File: src/rtl/lfsr4_pkg.sv
// Shared definitions for the 4-bit LFSR generator/checker pair.
// Holds the checker state encoding, the polynomial select constants and the
// single next-state function used by both ends of the link.
package lfsr4_pkg;

  typedef enum logic [1:0] {
    SEARCH = 2'd0,
    VERIFY = 2'd1,
    LOCKED = 2'd2
  } state_t;

  localparam logic POLY_A = 1'b0;  // fb = s[3] ^ s[2]
  localparam logic POLY_B = 1'b1;  // fb = s[3] ^ s[0]

  // Both polynomials are maximal length (period 15); the all-zero word is
  // the lock-up state and never reached from a non-zero seed.
  function automatic logic [3:0] lfsr4_next(input logic [3:0] s,
                                            input logic       poly_sel);
    logic fb;
    fb = (poly_sel == POLY_B) ? (s[3] ^ s[0]) : (s[3] ^ s[2]);
    return {s[2:0], fb};
  endfunction

endpackage

File: src/rtl/lfsr4_predictor.sv
// Local copy of the expected LFSR sequence.
// Ports:
//   clk, rst_n  clock, synchronous active-low reset (pred -> 0)
//   load        pred <= next(din)   (seed from the received word)
//   advance     pred <= next(pred)  (flywheel step)
//   poly_sel    polynomial select for both load and advance
//   din         received word
//   pred        current predicted word
//   match       din == pred
module lfsr4_predictor
  import lfsr4_pkg::*;
(
  input  logic       clk,
  input  logic       rst_n,
  input  logic       load,
  input  logic       advance,
  input  logic       poly_sel,
  input  logic [3:0] din,
  output logic [3:0] pred,
  output logic       match
);

  always_ff @(posedge clk) begin
    if (!rst_n) begin
      pred <= '0;
    end else if (load) begin
      pred <= lfsr4_next(din, poly_sel);
    end else if (advance) begin
      pred <= lfsr4_next(pred, poly_sel);
    end
  end

  always_comb begin
    match = (din == pred);
  end

endmodule

File: config.mk
export PLATFORM = sky130hd
export DESIGN_NAME = lfsr4_predictor
export DESIGN_NICKNAME = d
export VERILOG_FILES = /design/src/rtl/lfsr4_pkg.sv /design/src/rtl/lfsr4_predictor.sv
export SDC_FILE = /design/constraint.sdc
export NUM_CORES = 1
export LEC_CHECK = 0
export CORE_AREA = 2 2 39 41
export CTS_BUF_LIST = sky130_fd_sc_hd__clkbuf_4 sky130_fd_sc_hd__clkbuf_8
export CTS_CLUSTER_SIZE = 30
export DETAILED_ROUTE_END_ITERATION = 16
export DIE_AREA = 0 0 41 43
export PLACE_DENSITY = 0.48
export SLEW_MARGIN = 20
export SYNTH_ARGS = -nofsm -noshare
export SYNTH_HDL_FRONTEND = slang
export SYNTH_SLANG_ARGS = --single-unit
File: constraint.sdc
create_clock -name clk -period 1.7 [get_ports clk]
set_input_delay 0.34 -clock clk [delete_from_list [all_inputs] [get_ports clk]]
set_output_delay 0.34 -clock clk [all_outputs]
set_load 0.02 [all_outputs]
Word level (Yosys, flattened, before mapping)
Cells that the tools add are included.
{ "op_classes": {"eq_ne": 1, "n_mux": 4, "n_bitwise": 4, "reduce_logical": 1} }
{ "op_table": {"columns": ["cell", "n"], "rows": [
  ["2-to-1 mux 4 bit", 2],
  ["equality test 4 bit", 1],
  ["bitwise XOR 1 bit", 4],
  ["2-to-1 mux 1 bit", 2],
  ["nonzero test 2 bit", 1]
]} }
{ "totals": {"register_bits": 4, "input_bits": 9, "output_inout_bits": 5, "elab_cells": 11} }

Logic depth before layout (Yosys ltp)
Gate-level depths: netlist of the first run.
{ "logic_depth": {"ltp_word": 4, "mapped_depth": 5, "mapped_depth_nobuf": 4} }

Least setup slack after synthesis of the first run
OpenSTA, ideal clock, no wires.
{ "synth_timing": {"path_kind": "register to output", "start": "reg pred[0]", "end": "out match", "arrival_time_ns": 1.339, "t_required_ns": 1.360, "slack_ns": 0.021, "stages_incl_launch_ff": 3, "path_buffers": 0, "path_cell_list": "dfxtp_1 > xor2_1 > nor4_1"} }
{ "synth_between": {"elab_chain_cells": 1} }
{ "synth_lines": {"columns": ["item", "line_no", "rtl"], "rows": [
  ["start, declared", "lfsr4_predictor.sv:19", "output logic [3:0] pred,"],
  ["start signal, assigned", "lfsr4_predictor.sv:27", "pred <= lfsr4_next(din, poly_sel);"],
  ["start signal, assigned", "lfsr4_predictor.sv:29", "pred <= lfsr4_next(pred, poly_sel);"],
  ["equality test 4 bit", "lfsr4_predictor.sv:34", "match = (din == pred);"],
  ["end, declared", "lfsr4_predictor.sv:20", "output logic match"]
]} }
Every way passes these cells.

Worst setup path in the final report of the first run
{ "layout_timing": {"start": "reg pred[3]", "end": "out pred[3]"} }
No word-level cell between the ends.

==> flow_metrics.env, run 1 <==
export IMPL_status="finished, final reports clean"
export IMPL_cp_max_fo=5
export IMPL_die_h_um=43
export IMPL_rsz0062_at_grt="false"
export IMPL_antenna_found_initial=0
export IMPL_path_clk_slew_ns=0.04
export IMPL_critical_path_buf_inv_count=2
export IMPL_cts_sinks=4
export IMPL_rows=14
export IMPL_critPathLaunchType="flop"
export IMPL_post_dp_hpwl_um=615
export IMPL_overflow=0
export IMPL_drive_gt1_frac=0.228
export IMPL_hold_path_depth=4
export IMPL_hold_violations=0
export IMPL_postCtsHoldBufs=0
export IMPL_num_antenna_cells=0
export IMPL_clock_latency_ns=0.23
export IMPL_fmax_mhz=601
export IMPL_cp_cell_sequence="buf_4 -> clkdlybuf4s50_1"
export IMPL_ir_drop_mv=0.250
export IMPL_vias=317
export IMPL_place_ws_ns=-0.494
export IMPL_route_detailed_drc=0
export IMPL_min_from="din[0]"
export IMPL_max_cap_violations=0
export IMPL_dieArea_um2=1760
export IMPL_slew_headroom=0.815
export IMPL_cp_slowest_stage_delay_ns=0.60
export IMPL_endpoint_kind="output pin"
export IMPL_most_common_layout_cells="buf_4 (9), clkdlybuf4s50_1 (8), nor2_1 (6)"
export IMPL_detail_route_iter0_violations=3
export IMPL_core_area_um2=1380
export IMPL_crit_reg2reg_launch="pred[3]$_SDFFE_PN0P_"
export IMPL_layout_setup_ws_ns=0.0365
export IMPL_regMostFlops="pred"
export IMPL_avgSynthCellArea_um2=8.17
export IMPL_cts_buffer_depth=2
export IMPL_antenna_left=0
export IMPL_synth_seq_cells=4
export IMPL_synth_area_leaders="dfxtp_1 (29%), xor2_1 (16%), mux2i_1 (14%), nor2_1 (8.1%), a21oi_1 (5.4%)"
export IMPL_wl_um=771
export IMPL_final_cells=73
export IMPL_cts_made_buffers=3
export IMPL_vias_per_cell=4.34
export IMPL_cts_tree="done"
export IMPL_worst_slew_pin_slew_ns=0.277
export IMPL_syn_to_final_growth_pct=79.7
export IMPL_synth_top_cell_area_share=0.288
export IMPL_cellLeakagePower_nw=0.246
export IMPL_hold_class="input pin to flop"
export IMPL_final_common_cell="buf_4"
export IMPL_hold_path_end="pred[1]$_SDFFE_PN0P_"
export IMPL_largest_reg_flops=4
export IMPL_final_nets=68
export IMPL_maxSlewViolCount=0
export IMPL_period_needed_ns=1.66
export IMPL_p_per_area_nw_per_um2=652
export IMPL_worstRegToRegCells=4
export IMPL_cp_arrival_ns=1.32
export IMPL_synth_area_um2=278
export IMPL_h_tree_depth=1
export IMPL_grt_max_degree=9
export IMPL_syn_inst=34
export IMPL_ff2ff_setup_slack_ns=0.55
export IMPL_die_w_um=41
export IMPL_cp_required_ns=1.36
export IMPL_grt_pass1_vias=296
export IMPL_timing_final_crit_share=0.979
export IMPL_gp_congestion=0.689
export IMPL_synth_nets=43
export IMPL_clock_root_buffer="clkbuf_4"
export IMPL_cpLargestDelayFamily="buffers and inverters"
export IMPL_grt_first_pass_wirelength_um=1170
export IMPL_wire_per_inst_um=10.6
export IMPL_setup_viol=0
export IMPL_grtUsageTotal=0.0993
export IMPL_yosysUniqueCellTypes=15
export IMPL_start_util=0.201
export IMPL_ys_seq_area_frac=0.288
export IMPL_top_regs="pred x4"
export IMPL_critPathKind="flop to output pin"
export IMPL_synth_area_leader_cell="dfxtp_1"
export IMPL_path_depth=2
export IMPL_place_inst=70
export IMPL_io_pins=14
export IMPL_numPortBuffers=13
export IMPL_dr_pass1_iters=2
export IMPL_postCtsSetupRepairBufs=0
export IMPL_ys_warn_count=0
export IMPL_crit_slowest_cell="clkdlybuf4s50_1"
export IMPL_final_setup_skew_ns=0.00468
export IMPL_r2r_end="pred[0]$_SDFFE_PN0P_"
[worst max path at each step]
stage	from	endpoint	slack [ns]
finish	pred[3]$_SDFFE_PN0P_	pred[3]	0.04
global route	pred[3]$_SDFFE_PN0P_	pred[3]	0.01
CTS	pred[3]$_SDFFE_PN0P_	pred[3]	0.03
detailed placement	din[0]	match	-0.49
global placement	din[0]	match	-0.45
floorplan	pred[0]$_SDFFE_PN0P_	match	0.02
[kinds of logic after synthesis]
logic type	Yosys count	share of synthesized area
mux	4	0.144
flops	4	0.288
compound gates	7	0.162
simple gates	10	0.176
xor+xnor	5	0.158
buf+inv	4	0.0721
[tightest hold or removal path: stages]
cell            delay (ns)
dlymetal6s2s_1        0.12
buf_4                 0.13
a21oi_1               0.06
nor2_1                0.07
[synth_stat cells]
master	count
a211oi_1	1
a21oi_1	3
a221oi_1	1
and4bb_1	1
buf_2	1
buf_4	1
dfxtp_1	4
inv_1	2
mux2i_1	4
nand2_1	2
nor2_1	6
nor4_1	1
o2111ai_1	1
o21ai_0	1
xor2_1	5
[power breakdown]
part / switching, W / internal (W) / leakage, nW
Combinational: 0.0000459 / 0.0000568 / 0.199
Sequential: 0.00000516 / 0.000101 / 0.0331
Clock: 0.0000377 / 0.0000789 / 0.0138
Total: 0.0000888 / 0.000237 / 0.246
[final cells by class]
type,instances,area (um^2)
fillers,147,885
repair buffers,22,191
multi-input cells,26,178
flip-flops and latches,4,80.1
clock buffers,3,22.5
well taps,16,20.0
inverters,2,7.51
[through the flow]
step	util	total power, W	instance area [um^2]	hold WS, ns	setup TNS [ns]
after global placement	0.349	0.000215	483	0.669	-0.454
after detailed placement	0.349	0.000215	483	0.685	-0.494
after floorplan	-	0.000155	278	0.479	0
after CTS	0.359	0.000334	497	0.609	0
final	0.361	0.000325	499	0.538	0
after global routing	0.361	0.000344	499	0.567	0
[metal layers]
metal / vias to the layer above / wire length (um) / track usage
li1: 166 / - / -
met1: 140 / 351 / 0.128
met2: 11 / 350 / 0.138
met3: 0 / 70 / 0.0157
met4: 0 / 0 / 0.0800
met5: - / 0 / 0
[repair_timing]
item                       in CTS  in global routing
resized for setup               8                  1
gates cloned                    0                  0
pin swaps                       1                  1
setup endpoints to repair       1                  1
No activity file was read; power rests on OpenSTA's default activity.
==> run 2, diff against run 1 <==
--- a/config.mk
+++ b/config.mk
@@ -10,7 +10,7 @@
 export CTS_CLUSTER_SIZE = 30
 export DETAILED_ROUTE_END_ITERATION = 16
 export DIE_AREA = 0 0 41 43
-export PLACE_DENSITY = 0.48
+export PLACE_DENSITY_LB_ADDON = 0.1
 export SLEW_MARGIN = 20
 export SYNTH_ARGS = -nofsm -noshare
 export SYNTH_HDL_FRONTEND = slang
==> run 2 against run 1 <==
Effect of this change: critical path type unchanged; critical endpoint is now pred[2]; sequential power about the same; total power up 1.2%; highest routed layer unchanged; flip-flop and latch count unchanged; clock power about the same; wire length up 10%; final cell count unchanged; global-route usage up 1.5 points.
==> flow_metrics.env, run 2 (same netlist as run 1, synthesis figures left out) <==
export IMPL_numPortBuffers=13
export IMPL_max_cap_violations=0
export IMPL_dieArea_um2=1760
export IMPL_place_inst=70
export IMPL_place_ws_ns=-0.523
export IMPL_start_util=0.201
export IMPL_endpoint_kind="output pin"
export IMPL_die_h_um=43
export IMPL_cts_sinks=4
export IMPL_rsz0062_at_grt="false"
export IMPL_timing_final_crit_share=0.968
export IMPL_cellLeakagePower_nw=0.262
export IMPL_io_pins=14
export IMPL_grt_max_degree=9
export IMPL_cts_made_buffers=3
export IMPL_grtUsageTotal=0.114
export IMPL_wl_um=848
export IMPL_largest_reg_flops=4
export IMPL_final_nets=68
export IMPL_path_clk_slew_ns=0.04
export IMPL_fmax_mhz=608
export IMPL_h_tree_depth=1
export IMPL_antenna_found_initial=0
export IMPL_slew_headroom=0.820
export IMPL_clock_root_buffer="clkbuf_4"
export IMPL_rows=14
export IMPL_top_regs="pred x4"
export IMPL_worst_slew_pin_slew_ns=0.269
export IMPL_final_common_cell="buf_4"
export IMPL_status="finished, final reports clean"
export IMPL_layout_setup_ws_ns=0.0540
export IMPL_maxSlewViolCount=0
export IMPL_post_dp_cell_area_um2=483
export IMPL_gp_congestion=0.683
export IMPL_num_antenna_cells=0
export IMPL_drive_gt1_frac=0.228
export IMPL_setup_tns_ns=0
export IMPL_cts_tree="done"
export IMPL_clock_latency_ns=0.23
export IMPL_vias_per_cell=4.51
export IMPL_cp_arrival_ns=1.31
export IMPL_setup_viol=0
export IMPL_final_setup_skew_ns=0.00211
export IMPL_holdWs_ns=0.527
export IMPL_critPathKind="flop to output pin"
export IMPL_antenna_left=0
export IMPL_cp_max_fo=5
export IMPL_design_area_um2=502
export IMPL_cts_buffer_depth=2
export IMPL_route_detailed_drc=0
export IMPL_hold_violations=0
export IMPL_grt_first_pass_wirelength_um=1350
export IMPL_ir_drop_mv=0.234
export IMPL_postCtsHoldBufs=0
export IMPL_final_cells=73
export IMPL_p_per_area_nw_per_um2=656
export IMPL_vias=329
export IMPL_hold_class="input pin to flop"
export IMPL_detail_route_iter0_violations=7
export IMPL_dr_pass1_iters=2
export IMPL_grt_pass1_vias=328
export IMPL_cp_required_ns=1.36
export IMPL_most_common_layout_cells="buf_4 (9), clkdlybuf4s50_1 (7), nor2_1 (6)"
export IMPL_syn_to_final_growth_pct=80.6
export IMPL_critPathLaunchType="flop"
export IMPL_wire_per_inst_um=11.6
export IMPL_postCtsSetupRepairBufs=0
export IMPL_regMostFlops="pred"
export IMPL_die_w_um=41
export IMPL_core_area_um2=1380
export IMPL_period_needed_ns=1.65
export IMPL_overflow=0
-- run 2: cell count changes in the layout (fill, tap and decap cells not counted), sizes merged --
| cell | previous run | this run |
|---|---|---|
| clkdlybuf4s50 | 8 | 7 |
| dlymetal6s2s | 1 | 2 |
-- run 2: stage by stage --
stage | power [W] | util
finish | 0.000329 | 0.363
floorplan | 0.000155 | -
detailed placement | 0.000216 | 0.349
global route | 0.000354 | 0.363
CTS | 0.000340 | 0.359
global placement | 0.000214 | 0.349
-- run 2: what timing repair did --
action	4_1_cts	5_1_grt
pin swaps	1	1
resized for setup	8	2
endpoints found under the setup margin	1	2
-- run 2: final timing paths --
| path | slack [ns] | from | endpoint | cells past startpoint |
|---|---|---|---|---|
| hold / removal | 0.53 | din[0] | pred[1]$_SDFFE_PN0P_ | 4 |
| hold reg to reg | 0.66 | pred[3]$_SDFFE_PN0P_ | pred[0]$_SDFFE_PN0P_ | 3 |
| setup reg to reg | 0.56 | pred[3]$_SDFFE_PN0P_ | pred[0]$_SDFFE_PN0P_ | 4 |
| setup / recovery | 0.05 | pred[2]$_SDFFE_PN0P_ | pred[2] | 2 |
-- run 2: layout make-up --
class	instances	area [um^2]
fillers	153	882
repair buffers	22	194
multi-input cells	26	178
flip-flops and latches	4	80.1
clock buffers	3	22.5
well taps	16	20.0
inverters	2	7.51
-- run 2: power by group --
part	switching (W)	internal, W
sequential	0.00000514	0.000101
combinational	0.0000469	0.0000566
clock	0.0000407	0.0000791
-- run 2: worst max-delay path: stages (launching register included) --
cell and delay, ns:
dfxtp_1 0.33, buf_4 0.14, clkdlybuf4s50_1 0.60
-- run 2: per-layer routing --
metal / GRT usage / up-vias / share of wire
li1: - / 165 / -
met1: 0.135 / 152 / 0.42
met2: 0.178 / 12 / 0.52
met3: 0.0314 / 0 / 0.068
met4: 0.0600 / 0 / 0
met5: 0 / - / 0
==> run 3, diff against run 2 <==
--- a/config.mk
+++ b/config.mk
@@ -10,6 +10,7 @@
 export CTS_CLUSTER_SIZE = 30
 export DETAILED_ROUTE_END_ITERATION = 16
 export DIE_AREA = 0 0 41 43
+export MAX_ROUTING_LAYER = met4
 export PLACE_DENSITY_LB_ADDON = 0.1
 export SLEW_MARGIN = 20
 export SYNTH_ARGS = -nofsm -noshare
==> results of run 3 <==
Final layout, timing and power as in run 2 (identical DEF).
Among the figures that moved: final weighted congestion in routability-driven placement 0.683 -> 0.690; overall routing resource usage 0.114 -> 0.117
